--- config.mk ---
export PLATFORM = sky130hd
export DESIGN_NAME = mem_arbiter
export DESIGN_NICKNAME = d
export VERILOG_FILES = /design/src/rtl/mem_arbiter_pkg.sv /design/src/rtl/mem_arbiter.sv
export SDC_FILE = /design/constraint.sdc
export NUM_CORES = 1
export LEC_CHECK = 0
export ABC_AREA = 1
export ABC_CLOCK_PERIOD_IN_PS = 1920
export CORE_AREA = 2 2 212 214
export CTS_BUF_LIST = sky130_fd_sc_hd__clkbuf_16
export DETAILED_ROUTE_END_ITERATION = 8
export DIE_AREA = 0 0 214 216
export GPL_ROUTABILITY_DRIVEN = 0
export SLEW_MARGIN = 0
export SYNTH_ARGS = -nofsm -noshare
export SYNTH_HDL_FRONTEND = slang
export SYNTH_SLANG_ARGS = --single-unit
--- constraint.sdc ---
create_clock -name clk_in -period 1.92 [get_ports clk_in]
set_clock_uncertainty 0.2 [all_clocks]
set_input_delay 0.288 -clock clk_in [delete_from_list [all_inputs] [get_ports clk_in]]
set_output_delay 0.288 -clock clk_in [all_outputs]
set_load 0.01 [all_outputs]
--- src/rtl/mem_arbiter_pkg.sv ---
// mem_arbiter_pkg
//   Shared definitions for the memory arbiter: datapath widths and the
//   arbiter FSM state encoding.
package mem_arbiter_pkg;

  localparam int unsigned XLEN    = 64;
  localparam int unsigned WMASK_W = 8;

  typedef enum logic [1:0] {
    IDLE  = 2'd0,
    FETCH = 2'd1,
    DATA  = 2'd2
  } arb_state_t;

endpackage

--- src/rtl/mem_arbiter.sv ---
// mem_arbiter
//   Arbitrates an instruction-fetch port and a load/store port onto a single
//   shared memory bus. At most one transaction is in flight. Data requests
//   have priority over fetches. When MEM_ARB_STARVE_GUARD_EN is defined, a
//   streak counter forces a fetch grant after STARVE_LIMIT consecutive data
//   completions while a fetch was waiting.
//
// Ports
//   clk_in, rst_n_in              clock, async active-low reset
//   ifetch_valid_in/addr_in       fetch request (held until ifetch_ready_out)
//   ifetch_ready_out/rdata_out    fetch completion pulse and read data
//   data_valid_in/addr_in/write_in/wdata_in/wmask_in
//                                 load/store request (held until data_ready_out)
//   data_ready_out/rdata_out      load/store completion pulse and load data
//   bus_valid_out/addr_out/write_out/wdata_out/wmask_out
//                                 registered shared-bus request
//   bus_ready_in/rdata_in         shared-bus completion and read data
//
// Configuration
//   MEM_ARB_STARVE_GUARD_EN       enables the fetch starvation guard
module mem_arbiter
  import mem_arbiter_pkg::*;
#(
  parameter int unsigned STARVE_LIMIT = 4
) (
  input  logic               clk_in,
  input  logic               rst_n_in,
  input  logic               ifetch_valid_in,
  input  logic [XLEN-1:0]    ifetch_addr_in,
  output logic               ifetch_ready_out,
  output logic [XLEN-1:0]    ifetch_rdata_out,
  input  logic               data_valid_in,
  input  logic [XLEN-1:0]    data_addr_in,
  input  logic               data_write_in,
  input  logic [XLEN-1:0]    data_wdata_in,
  input  logic [WMASK_W-1:0] data_wmask_in,
  output logic               data_ready_out,
  output logic [XLEN-1:0]    data_rdata_out,
  output logic               bus_valid_out,
  output logic [XLEN-1:0]    bus_addr_out,
  output logic               bus_write_out,
  output logic [XLEN-1:0]    bus_wdata_out,
  output logic [WMASK_W-1:0] bus_wmask_out,
  input  logic               bus_ready_in,
  input  logic [XLEN-1:0]    bus_rdata_in
);

  if (STARVE_LIMIT < 1 || STARVE_LIMIT > 7) begin : g_limit_check
    $error("mem_arbiter: STARVE_LIMIT must be in 1..7");
  end

  arb_state_t state;
  logic       grant_data;
  logic       grant_fetch;
  logic       starve;

`ifdef MEM_ARB_STARVE_GUARD_EN
  logic [2:0] streak;

  assign starve = ifetch_valid_in && data_valid_in &&
                  (streak == 3'(STARVE_LIMIT));

  // Counts data completions that happened while a fetch was waiting;
  // any cycle without a pending fetch breaks the streak.
  always_ff @(posedge clk_in or negedge rst_n_in) begin
    if (!rst_n_in) begin
      streak <= '0;
    end else if (!ifetch_valid_in || grant_fetch) begin
      streak <= '0;
    end else if (state == DATA && bus_ready_in &&
                 streak < 3'(STARVE_LIMIT)) begin
      streak <= streak + 3'd1;
    end
  end
`else
  assign starve = 1'b0;
`endif

  always_comb begin
    grant_data  = 1'b0;
    grant_fetch = 1'b0;
    if (state == IDLE) begin
      if (data_valid_in && !starve) begin
        grant_data = 1'b1;
      end else if (ifetch_valid_in) begin
        grant_fetch = 1'b1;
      end
    end
  end

  always_ff @(posedge clk_in or negedge rst_n_in) begin
    if (!rst_n_in) begin
      state         <= IDLE;
      bus_valid_out <= 1'b0;
      bus_addr_out  <= '0;
      bus_write_out <= 1'b0;
      bus_wdata_out <= '0;
      bus_wmask_out <= '0;
    end else begin
      case (state)
        IDLE: begin
          if (grant_data) begin
            state         <= DATA;
            bus_valid_out <= 1'b1;
            bus_addr_out  <= data_addr_in;
            bus_write_out <= data_write_in;
            bus_wdata_out <= data_wdata_in;
            bus_wmask_out <= data_wmask_in;
          end else if (grant_fetch) begin
            state         <= FETCH;
            bus_valid_out <= 1'b1;
            bus_addr_out  <= ifetch_addr_in;
            bus_write_out <= 1'b0;
            bus_wdata_out <= '0;
            bus_wmask_out <= '0;
          end
        end
        FETCH, DATA: begin
          // Bus fields stay frozen until the bus accepts the transaction.
          if (bus_ready_in) begin
            state         <= IDLE;
            bus_valid_out <= 1'b0;
          end
        end
        default: begin
          state         <= IDLE;
          bus_valid_out <= 1'b0;
        end
      endcase
    end
  end

  assign ifetch_ready_out = (state == FETCH) && bus_ready_in;
  assign data_ready_out   = (state == DATA)  && bus_ready_in;
  assign ifetch_rdata_out = bus_rdata_in;
  assign data_rdata_out   = bus_rdata_in;

endmodule
==> results.md <==
Critical path:
- The largest stage delay on the critical path is just under 600 ps.
- At the worst endpoint, the required time is 1430 ps.
- The worst path buffer plus inverter count is 1.
- The kind of start point of the critical path is a register.
- The largest fanout on the critical path is 2.
- The data arrival time of the critical path is 1360 ps.
- The worst setup path is captured at an output pin.
- The category of the critical setup timing path is register to output pin.
- The family with the most delay on the worst path is buffers and inverters.
- The largest individual stage delay along the critical path comes from the cell clkdlybuf4s50_1.
- Traced cell by cell, the critical path runs through clkdlybuf4s50_1.

Clock network:
- The number of clock sinks seen by CTS is 140.
- TritonCTS built the clock tree.
- The CTS buffer count is 17.
- CTS built an H-tree with a depth of 4.
- The clock input transition at the sequential cells of the worst setup and hold paths is 60 ps.
- The tree is rooted in a clkbuf_16.
- For the worst-skew pair, the clock arrives at the later sink with an insertion delay of between 400 and 500 ps.
- The number of buffers on the longest clock path is 2.

Drt:
- The detailed router's first-iteration violation count is 270.
- After detailed routing, the total wire length is 24.3 mm.
- The mean number of vias per cell is ~3.6.
- The total vias in the final route is 6396.
- Once detail routing completed, the nets flagged for antenna violations numbered 0.
- The average wire per standard cell is between 10 and 15 um.
- The first TritonRoute pass finished after 4 iterations.
- In the routed design, unresolved DRC markers number 0.

Global route:
- The overall track demand over capacity in global routing is between 10% and 20%.
- The highest-utilization routing layer at the global route stage is met2.
- For met2 alone, demand over resource in global routing was around 18%.
- The number of antenna violations at the first check in global routing is 0.
- The number of global-route vias before repair is 6626.
- The routing usage on met1 is ~11%.
- The largest net degree at the start of global routing is 60.
- The wire length of the first global-routing pass is roughly 37 mm.
- The met3 track demand over resource in global routing is between 4 and 5%.
- For this run the aggregate overflow at the end of global routing stands at 0.

Yosys:
- The number of synthesis warnings is 0.
- Counting flops and latches in the post-synthesis netlist gives 140.
- The number of library cell types mapped by synthesis is 10.
- The summed instance area of the synthesized netlist is just over 7000 um^2.
- After synthesis, flip-flops and latches occupy 49.0% of the total area.
- A synthesized cell averages between 7 and 8 um^2.
- The net count of the mapped netlist is approximately 1200.
- The number of instances in the synthesized netlist is 949.

Pwr:
- Dividing total power by cell area gives a power density of between 1000 and 1500 nW/um^2.
- The design draws 0.0166 W.
- The cell leakage power is 5.51 nW.
- IR analysis of the VDD net gives a maximum drop of between 0.5 and 0.6 mV.

STA:
- The final setup violation count is 0.
- The share of the clock period used by the worst path is 96.2%.
- Setup repair after global routing could not meet its margin everywhere.
- After layout, the minimum clock period comes to between 1500 and 2000 ps.
- The count of endpoints failing hold in the final timing report is 0.
- The highest clock frequency the design can meet is ~540 MHz.
- The number of slew-limit violations in the final report came to 0.
- The worst-margin pin slew is 570 ps.
- The worst slew margin relative to its limit is between 60% and 70%.

Cells and area:
- The area growth from synthesis to layout is 55.4%.
- The final layout contains 1449 nets.
- 0 antenna diodes ended up in the layout.
- Once layout is complete, the cells apart from fillers number about 1800.
- The total of fill cells in the finished design is ~4800.
- In the final layout, the share of cells above drive strength 1 is ~5.7%.
- The cell area after layout is approximately 11000 um^2.

Floorplanning:
- The initial utilization of the core area, before any placement, comes to approximately 16%.
- The die is between 200 and 250 um wide.
- The area of the core is between 40000 and 50000 um^2.
- The total number of placement rows is 77.
- The die covers about 46000 um^2.
- roughly 540 I/O pins were placed.
- The floorplan die height is 216 um.

Place:
- The cell area after placement is between 10000 and 15000 um^2.
- Counting tap cells, the placed design contains a total of around 1700 instances.
- The wire-length estimate of the detail-placed layout is 18.6 mm.
- Input and output buffers added on the ports amount to between 300 and 400.

Worst hold path:
- The worst hold path belongs to the class primary input to register.

Run:
- Across the run, the number of max-cap violations was 0.

Outcome:
- The run finished with clean final reports.
-- layer usage --
metal | share of wire [%] | wire length, um
met5 | 0 | 0
met4 | 3.5 | 841
met3 | 8.9 | 2150
met2 | 49 | 11900
met1 | 39 | 9390
-- layout by cell type (no fill, tap or decap) --
master,netlist,routed
inv_4,0,1
ha_2,0,1
buf_6,0,1
clkbuf_16,0,17
dlygate4sd3_1,0,1
nor2_1,2,2
ha_4,0,2
dlymetal6s2s_1,0,4
buf_2,27,2
clkdlybuf4s50_1,0,327
buf_12,0,15
nand2_4,0,2
ha_1,4,1
o21ai_0,2,2
dfrtp_1,140,140
clkinvlp_4,0,2
buf_4,144,16
inv_1,9,10
nand2_1,617,615
inv_2,2,3
clkinv_2,0,5
dlygate4sd2_1,0,11
nand3_1,2,2
buf_16,0,1
clkinv_1,0,4
-- cell families (layout without fill, tap and decap cells) --
| group | after synthesis | after routing | synth area share [%] |
|---|---|---|---|
| buf+inv | 182 | 420 | 17.6 |
| simple gates | 621 | 621 | 32.6 |
| compound gates | 2 | 2 | 0.140 |
| flops | 140 | 140 | 49.0 |
| fa+ha+maj | 4 | 4 | 0.700 |
-- cell usage after synthesis, drive strengths merged --
library cell	count	area share (%)
dfrtp	140	49
nand2	617	32
nand3	2	0.14
o21ai	2	0.14
inv	11	0.58
ha	4	0.70
nor2	2	0.10
buf	171	17
-- flip-flops by register name (all words and copies together) (netlist names) --
signal and flops:
state 2, bus_wdata_out 64, bus_valid_out 1, bus_wmask_out 8, bus_write_out 1, bus_addr_out 64
-- what timing repair did --
action / in CTS / in global routing
resized for setup: 24 / 7
hold buffers: 1 / 0
endpoints found under the hold margin: 41 / 0
endpoints found under the setup margin: 13 / 112
setup buffers: 1 / 1
-- through the flow --
step	hold WS [ps]	setup slack (ps)	setup TNS, ps	utilization, %
after floorplan	-208	359	0	-
after global placement	111	3.59	0	24.1
after detailed placement	117	-31.4	-430	24.1
after CTS	140	12.8	0	25.3
after global routing	152	-16.2	-95.3	25.4
final	184	73.7	0	25.4
-- power by group --
group | switching (W) | internal, W | total [W] | leakage, nW
registers | 0.000755 | 0.00435 | 0.00511 | 1.75
clock network | 0.00126 | 0.00159 | 0.00285 | 0.252
logic | 0.00444 | 0.00424 | 0.00868 | 3.51
total | 0.00646 | 0.0102 | 0.0166 | 5.51
-- worst reg2reg max path, delay by kind of cell, from the launching register on --
family	cells	cell delay, ps
buffers and inverters	4	570
AND/OR/NAND/NOR	5	430
adder cells (fa/ha/maj)	1	220
flip-flops	1	360
-- layout make-up --
| type | count | area, um^2 | area share [%] |
|---|---|---|---|
| inverters | 11 | 43.8 | 0.394 |
| repair buffers | 378 | 3900 | 35.1 |
| well taps | 592 | 741 | 6.66 |
| clock buffers | 17 | 425 | 3.83 |
| clock inverters | 14 | 66.3 | 0.597 |
| multi-input cells | 627 | 2440 | 21.9 |
| flip-flops and latches | 140 | 3500 | 31.5 |
-- final timing paths --
path | from | endpoint | slack, ps | cells after the start
worst max-delay path | bus_wdata_out[50] | bus_wdata_out[50] | 70 | 1
worst min-delay path | data_wdata_in[56] | bus_wdata_out[56] | 180 | 3
worst max register to register | state[0] | bus_addr_out[25] | 90 | 10
worst min register to register | bus_wdata_out[32] | bus_wdata_out[32] | 270 | 2
max in group asynchronous | rst_n_in | bus_addr_out[12] | 730 | 3
min in group asynchronous | rst_n_in | bus_addr_out[40] | 190 | 2
No activity file was read; power rests on OpenSTA's default activity.
==> RTL edit, RTL diff (config.mk and constraints unchanged) <==
The option `MEM_ARB_STARVE_GUARD_EN` is turned on by a define.
--- a/src/rtl/mem_arbiter.sv
+++ b/src/rtl/mem_arbiter.sv
@@ -18,6 +18,8 @@
 //
 // Configuration
 //   MEM_ARB_STARVE_GUARD_EN       enables the fetch starvation guard
+`define MEM_ARB_STARVE_GUARD_EN
+
 module mem_arbiter
   import mem_arbiter_pkg::*;
 #(
Formal check against the unedited RTL: no difference found for any inputs over 4 cycles, from zero or initial values and one cycle with rst_n_in low; that may be too few to reach the edited logic, so the function may still have changed.
==> RTL edit against the original RTL <==
- hold slack worse by 0.099 ns
- cell area is 11% higher
- maximum frequency decreased by 1.7%
- worst setup slack got worse by 0.032 ns
- synthesized area increased by 5.7%
- core utilization is 2.8 points higher
- routed wire length is 20% higher
- sequential cell count increased by 3
- total power increased by 9.3%
==> RTL edit: results (changes against the original RTL) <==
## Final layout
• Nets: 1,489, was 1,449
• Filler cells: 4,678, was 4,813
• Final Cell Area: 12,300 sq um, was 11,100 sq um

## Hold path
• WHS Path Cells: 4, was 3

## Setup path
• Setup Crit Path Kind: register to register, was register to output port
• Critical R2R Launch: state[1]$_DFFE_PN0P_, was state[0]$_DFFE_PN0P_
• FF-to-FF path depth: 11, was 10
• destination of the worst register-to-register timing path: bus_addr_out[3]$_DFFE_PN0P_, was bus_addr_out[25]$_DFFE_PN0P_
• slowest stage delay, CP: 0.41 ns, was 0.58 ns

## Outcome
• outcome: finished, final reports clean, unchanged

## Routing
• violation count after the first detailed-route iteration: 395, was 270
• met3 routed wirelength: 2.17 mm, was 2.15 mm
• sum of routed wire segments on met1: 12.8 mm, was 9.39 mm
• detailed-route wire length: 29.1 mm, was 24.3 mm
• number of vias after detailed routing: 7,135, was 6,396
• average detailed-routed wire length per instance: 16.0 microns, was 13.6 microns

## Clock network
• Worst-Skew Late Latency: 0.45 ns, was 0.43 ns
• Post-CTS Setup Bufs: 2, was 1

## Synthesis
• count of different cell masters after synthesis: 16, was 10
• cell types with the largest area share after synthesis: sky130_fd_sc_hd__dfrtp_1, sky130_fd_sc_hd__nand2_1, sky130_fd_sc_hd__buf_4, unchanged
• sequential cell area fraction in the yosys report: 47.3%, was 49.0%
• synthesized netlist net count: 1,247, was 1,223

## Pwr
• clock group total power: 3.61 mW, was 2.85 mW
• Pwr Total: 18.2 mW, was 16.6 mW
• static power due to leakage: 6.05 nW, was 5.51 nW

## Placed design
• post-placement cell count: 1,766, was 1,745
• Worst Setup Slack post-DPL: -0.150 ns, was -0.0314 ns

## STA
• final hold slack: 0.0849 ns, was 0.184 ns

[RTL edit: changes by cell type in the layout (fill, tap and decap cells not counted), sizes merged, moves of 3 or more]
cell           change
dfrtp              +3
inv               +70
buf               +25
o21ai             +75
clkbuf             +7
dlymetal6s2s      +13
clkinv             -3
nand4             +64
bufinv             +5
nand2            -212
clkdlybuf4s50     -16
[RTL edit: layer usage]
| metal | GRT usage, % | up-vias |
|---|---|---|
| li1 | - | 3386 |
| met1 | 13.3 | 3376 |
| met2 | 18.2 | 321 |
| met3 | 4.43 | 52 |
| met4 | 4.57 | 0 |
| met5 | 0 | - |
[RTL edit: cell type report]
| cell class | instances | share of cell area, % |
|---|---|---|
| Inverter | 83 | 2.55 |
| Antenna cell | 1 | 0.0203 |
| Sequential cell | 143 | 29.0 |
| Multi-Input combinational cell | 560 | 22.4 |
| Clock buffer | 17 | 3.45 |
| Tap cell | 592 | 6.01 |
| Timing Repair Buffer | 409 | 34.9 |
| Clock inverter | 14 | 1.61 |
